`src/rtl/program_loader_pkg.sv`:
```
// Shared definitions for the instruction-memory program loader.
package program_loader_pkg;

   // Last valid instruction memory address (existing data_size value).
   localparam logic [15:0] DATA_SIZE = 16'd1023;

   typedef enum logic [2:0] {
      LDR_IDLE    = 3'd0,
      LDR_LEN_HI  = 3'd1,
      LDR_LEN_LO  = 3'd2,
      LDR_DATA_HI = 3'd3,
      LDR_DATA_LO = 3'd4,
      LDR_WRITE   = 3'd5,
      LDR_DONE    = 3'd6,
      LDR_ERROR   = 3'd7
   } ldr_state_t;

   // States in which the loader takes a byte from the stream.
   function automatic logic ldr_accepts(input ldr_state_t s);
      return (s == LDR_LEN_HI) || (s == LDR_LEN_LO) ||
             (s == LDR_DATA_HI) || (s == LDR_DATA_LO);
   endfunction

   // States in which the CPU must be held in reset.
   function automatic logic ldr_busy(input ldr_state_t s);
      return ldr_accepts(s) || (s == LDR_WRITE);
   endfunction

endpackage

```
`src/rtl/program_loader.sv`:
```
// Byte-stream program loader: LEN_HI, LEN_LO, then LEN big-endian 16-bit
// words written to consecutive instruction memory addresses from 0.
// Every output is registered from the next state so it lines up with it.
module program_loader
   import program_loader_pkg::*;
#(
   parameter logic [15:0] MEM_LAST = DATA_SIZE
) (
   input  logic        clk,
   input  logic        rst,
   input  logic        load_start,
   input  logic [7:0]  rx_data,
   input  logic        rx_valid,
   output logic        rx_ready,
   output logic        instruction_write,
   output logic [15:0] load_address,
   output logic [15:0] instruction_in,
   output logic        cpu_hold,
   output logic        load_done,
   output logic        load_error
);

   // Max program length in 17 bits so MEM_LAST = 16'hFFFF cannot wrap.
   localparam logic [16:0] MAX_LEN = {1'b0, MEM_LAST} + 17'd1;

   ldr_state_t  state, state_nxt;
   logic [15:0] len;
   logic [15:0] count;
   logic [15:0] len_full;
   logic [15:0] count_inc;
   logic        xfer;
   logic        last_word;

   assign xfer      = rx_valid & rx_ready;
   assign len_full  = {len[15:8], rx_data};
   assign count_inc = count + 16'd1;
   assign last_word = (count_inc == len);

   // State register.
   always_ff @(posedge clk or posedge rst) begin
      if (rst) state <= LDR_IDLE;
      else     state <= state_nxt;
   end

   // Next-state logic; load_start only matters between sessions.
   always_comb begin
      state_nxt = state;
      case (state)
         LDR_IDLE, LDR_DONE, LDR_ERROR:
            if (load_start) state_nxt = LDR_LEN_HI;
         LDR_LEN_HI:
            if (xfer) state_nxt = LDR_LEN_LO;
         LDR_LEN_LO:
            if (xfer) begin
               if (len_full == 16'd0)                 state_nxt = LDR_DONE;
               else if ({1'b0, len_full} > MAX_LEN)   state_nxt = LDR_ERROR;
               else                                   state_nxt = LDR_DATA_HI;
            end
         LDR_DATA_HI:
            if (xfer) state_nxt = LDR_DATA_LO;
         LDR_DATA_LO:
            if (xfer) state_nxt = LDR_WRITE;
         LDR_WRITE:
            state_nxt = last_word ? LDR_DONE : LDR_DATA_HI;
         default:
            state_nxt = LDR_IDLE;
      endcase
   end

   // Registered status/strobe outputs derived from the upcoming state.
   always_ff @(posedge clk or posedge rst) begin
      if (rst) begin
         rx_ready          <= 1'b0;
         instruction_write <= 1'b0;
         cpu_hold          <= 1'b0;
         load_done         <= 1'b0;
         load_error        <= 1'b0;
      end else begin
         rx_ready          <= ldr_accepts(state_nxt);
         instruction_write <= (state_nxt == LDR_WRITE);
         cpu_hold          <= ldr_busy(state_nxt);
         load_done         <= (state_nxt == LDR_DONE);
         load_error        <= (state_nxt == LDR_ERROR);
      end
   end

   // Length, word assembly and address/count bookkeeping.
   always_ff @(posedge clk or posedge rst) begin
      if (rst) begin
         len            <= '0;
         count          <= '0;
         load_address   <= '0;
         instruction_in <= '0;
      end else begin
         case (state)
            LDR_IDLE, LDR_DONE, LDR_ERROR:
               if (load_start) begin
                  load_address <= '0;
                  count        <= '0;
               end
            LDR_LEN_HI:  if (xfer) len[15:8]            <= rx_data;
            LDR_LEN_LO:  if (xfer) len[7:0]             <= rx_data;
            LDR_DATA_HI: if (xfer) instruction_in[15:8] <= rx_data;
            LDR_DATA_LO: if (xfer) instruction_in[7:0]  <= rx_data;
            LDR_WRITE:
               // Address only advances when another word follows, so it
               // never passes MEM_LAST.
               if (!last_word) begin
                  load_address <= load_address + 16'd1;
                  count        <= count_inc;
               end
            default: ;
         endcase
      end
   end

endmodule
```
`config.mk`:
```
export PLATFORM = sky130hd
export DESIGN_NAME = program_loader
export DESIGN_NICKNAME = d
export VERILOG_FILES = /design/src/rtl/program_loader_pkg.sv /design/src/rtl/program_loader.sv
export SDC_FILE = /design/constraint.sdc
export NUM_CORES = 1
export LEC_CHECK = 0
export CORE_AREA = 2 2 89 91
export DETAILED_ROUTE_END_ITERATION = 10
export DIE_AREA = 0 0 91 93
export PLACE_DENSITY = 0.77
export SLEW_MARGIN = 20
export SYNTH_ARGS = -nofsm -noshare
export SYNTH_HDL_FRONTEND = slang
export SYNTH_SLANG_ARGS = --single-unit
```
`constraint.sdc`:
```
create_clock -name clk -period 2.8 [get_ports clk]
set_input_delay 0.28 -clock clk [delete_from_list [all_inputs] [get_ports clk]]
set_output_delay 0.28 -clock clk [all_outputs]
set_load 0.1 [all_outputs]
```
==> summary.md <==
| Metric | Value |
|---|---|
| Met2 Usage GRT | `40.9%` |
| Pre-CTS WS | `-0.0576 ns` |
| Share of power burned in registers | `32.5%` |
| Pins Over Slew Limit | `0` |
| Worst-Skew Late Latency | `around 0.35 ns` |
| Layout area overhead | `20.8%` |
| Unique masters post-synth | `56` |
| Largest net degree at the start of global routing | `between 40 and 50` |
| CTS tree | `built` |
| Busiest grt layer | `met2` |
| Global-route wire length before repair | `16900 um` |
| Worst EP required | `3.04 ns` |
| Post-synth ARST share | `100%` |
| Ant diodes | `0` |
| Via count | `3487` |
| Drt wl/cell | `around 18 um` |
| Flops & latches, synth | `72` |
| Initial core utilization | `53.5%` |
| Internal power | `2.59 mW` |
| Worst r2r src | `count[1]` |
| Cells after Synth | `395` |
| MaxCap Viol Count | `0` |
| Met1 Use GR | `33.9%` |
| Clk pin slew, worst setup/hold paths | `approximately 0.08 ns` |
| Post-route ant nets | `0` |
| Setup Skew | `0.0119 ns` |
| Final worst setup slack | `0.185 ns` |
| Slew HR | `65.8%` |
| Gate power share | `between 50% and 60%` |
| IO buf count | `48` |
| Met3 usage | `about 4.3%` |
| Register area share after synthesis | `44.7%` |
| Final Hold Fails | `0` |
| R2R depth | `10` |
| TritonRoute pass-1 iters | `5` |
| Clk Tree Root Cell | `clkbuf_8` |
| Share of cells above drive strength 1 | `between 20 and 30%` |
| Worst reg2reg setup slack | `roughly 0.18 ns` |
| Total Nets Final | `472` |
| Fin Hold WS | `0.282 ns` |
| Vias in the first global route | `roughly 3.4k` |
| Total number of yosys warnings | `0` |
| Total CTS buffers | `9` |
| Period utilization | `93.4%` |
| Via density | `6.17` |
| Tot GR Track Use | `25.1%` |
| Clock sinks | `around 70` |
| H-Tree Depth | `3` |
| Leakage | `2.24 nW` |
| R2R Path End | `count[11]` |
| Drt initial violations | `~280` |
| Die Y | `93 um` |
| Startpoint Class | `flop` |
| Tightest Pin Transition | `0.512 ns` |
| Clock period minus worst slack | `between 2 and 3 ns` |
| Critical Path Fanout Max | `7` |
| Setup CP Type | `flop to flop` |
| Rows | `32` |
| Switching power | `2.54 mW` |
| Crit. End Element | `flop` |
| Clock power share | `approximately 16%` |
| GPL Wtd Cong | `0.990` |
| Die Area | `8460 um^2` |
| DPL Wire Length | `7080 um` |
| Total Wirelength | `10100 um` |
| Initial antenna violation count | `0` |
| Mean Syn Cell Area | `slightly above 10 um^2` |
| IO Count | `49` |
| DRC errors left | `0` |
| PwrDens | `1050 nW/um^2` |
| Top post-synthesis cells by area | `dfrtp_1, mux2_2, and3_1, xnor2_1, nand2_1` |
| FMAX | `between 300 and 400 MHz` |
| Cell taking the most area after synthesis | `dfrtp_1` |
| Power Total | `just over 5 mW` |
| Count of final setup violators | `0` |
| Switch share | `49.6%` |
| Post-synth top area share | `44.7%` |
| EDFF count, synth | `0` |
| WP data arrival | `2.86 ns` |
| Utilization after layout | `64.6%` |
| Clk buf depth | `2` |
| Die width | `91 um` |
| RSZ-0062 raised after global routing | `false` |
| Status | `completed` |
| Syn Nets | `409` |
| Worst vdd ir | `roughly 0.0013 V` |
| Non-Filler Cell Area, Final | `4860 um^2` |
| Hold crit path type | `input pin to asynchronous set/reset pin` |
| Critical path origin | `count[1]` |
| Ys flop type | `dfrtp_1` |
| CORE AREA | `7530 um^2` |
| Post-DP Area | `4640 um^2` |
| Post-Syn Area | `4030 um^2` |
| Gr ovfl total | `0` |
through the flow:
| step | cells | TNS (ns) |
|---|---|---|
| global placement | 548 | 0 |
| finish | 565 | 0 |
| CTS | 564 | 0 |
| detailed placement | 548 | -0.616 |
| global route | 565 | 0 |
| floorplan | 395 | 0 |
power groups by stage:
stage | logic (mW) | clock network [mW] | registers, mW
2_1_floorplan | 0.954 | 0 | 2.72
4_1_cts | 2.62 | 0.849 | 1.66
3_3_place_gp | 2.55 | 0 | 1.66
3_5_place_dp | 2.60 | 0 | 1.68
5_1_grt | 2.76 | 0.896 | 1.71
6_report | 2.62 | 0.842 | 1.67
sequential cells by signal, indices dropped and copies added, names as in the netlist:
signal and count:
load_address 16, rx_ready 1, load_error 1, state 3, count 16, instruction_in 16, len 16, cpu_hold 1
instruction_write 1, load_done 1
cells by family after synthesis:
| family | count (synthesis) | share of synthesized area, % |
|---|---|---|
| adder cells (fa/ha/maj) | 2 | 0.621 |
| XOR/XNOR | 22 | 4.97 |
| AND/OR/NAND/NOR | 170 | 24.4 |
| AO/OA/AOI/OAI | 63 | 11.8 |
| buffers and inverters | 31 | 3.79 |
| flip-flops | 72 | 44.7 |
| multiplexers | 35 | 9.66 |
critical path, stage by stage, from the launching register on:
cell and delay (ns):
dfrtp_1 0.44, ha_2 0.28, and3_1 0.23, nand4_1 0.20, xnor2_1 0.19, nor4_2 0.24
buf_4 0.16, and4_4 0.27, buf_4 0.17, nor4_1 0.05, a211o_1 0.27
how the worst max path moves through the flow:
stage | to | slack (ns) | cells after the start
6_report | count[11] | 0.18 | 10
5_1_grt | count[14] | 0.03 | 10
4_1_cts | count[8] | 0.09 | 9
3_5_place_dp | count[14] | -0.06 | 9
3_3_place_gp | count[9] | 0.12 | 9
2_1_floorplan | load_address[14] | 0.09 | 7
synth_stat cells (2+ instances only):
library cell and instances:
dfrtp_1 72, nand2_1 33, mux2_2 31, and3_1 23
nor2_1 18, nor4_1 18, xnor2_1 16, nand3_1 15
a211o_1 14, nor3_1 13, o21ai_0 12, inv_1 9
nand4_1 9, buf_2 8, a21oi_1 7, a221o_1 7
clkbuf_1 7, nor3b_1 5, or2_2 5, xor2_1 5
and2_1 4, mux2i_1 4, o221ai_1 4, o22ai_1 4
or3_1 4, and4_1 3, buf_4 3, nand2b_1 3
nand4_2 3, nor2b_1 3, a31oi_1 2, buf_1 2
buf_6 2, ha_1 2, nor3_2 2, o211ai_1 2
or4_1 2
per-layer routing:
layer / up-vias / routed length (um)
met5: - / 0
met4: 0 / 196
met3: 17 / 600
met2: 149 / 4830
met1: 1718 / 4440
li1: 1603 / -
cell type report:
cell class | instances | area, um^2
tap | 102 | 128
timing repair buffer | 74 | 608
inverter | 9 | 33.8
clock inverter | 5 | 57.6
fill | 617 | 2660
sequential | 72 | 1810
clock buffer | 11 | 141
multi-input combinational | 292 | 2090
cell usage in the layout, fill, tap and decap left out, types with 5 or more instances in the layout:
master	count
a211o_1	14
mux2_2	31
a221o_1	7
dfrtp_1	68
nand2_1	33
nor2_1	18
o21ai_0	12
xor2_1	5
or2_2	5
buf_4	61
nand4_1	9
clkbuf_8	10
a21oi_1	7
and3_1	23
xnor2_1	16
inv_1	8
nor3b_1	5
nor4_1	17
nand3_1	14
clkdlybuf4s50_1	11
nor3_1	13
repair_timing:
action | in CTS | in global routing
pin swaps | 0 | 1
cloned | 0 | 0
gates resized for setup | 2 | 3
hold buffers | 0 | 0
setup buffers | 0 | 1
setup endpoints to repair | 15 | 30
No activity file was read; power rests on OpenSTA's default activity.
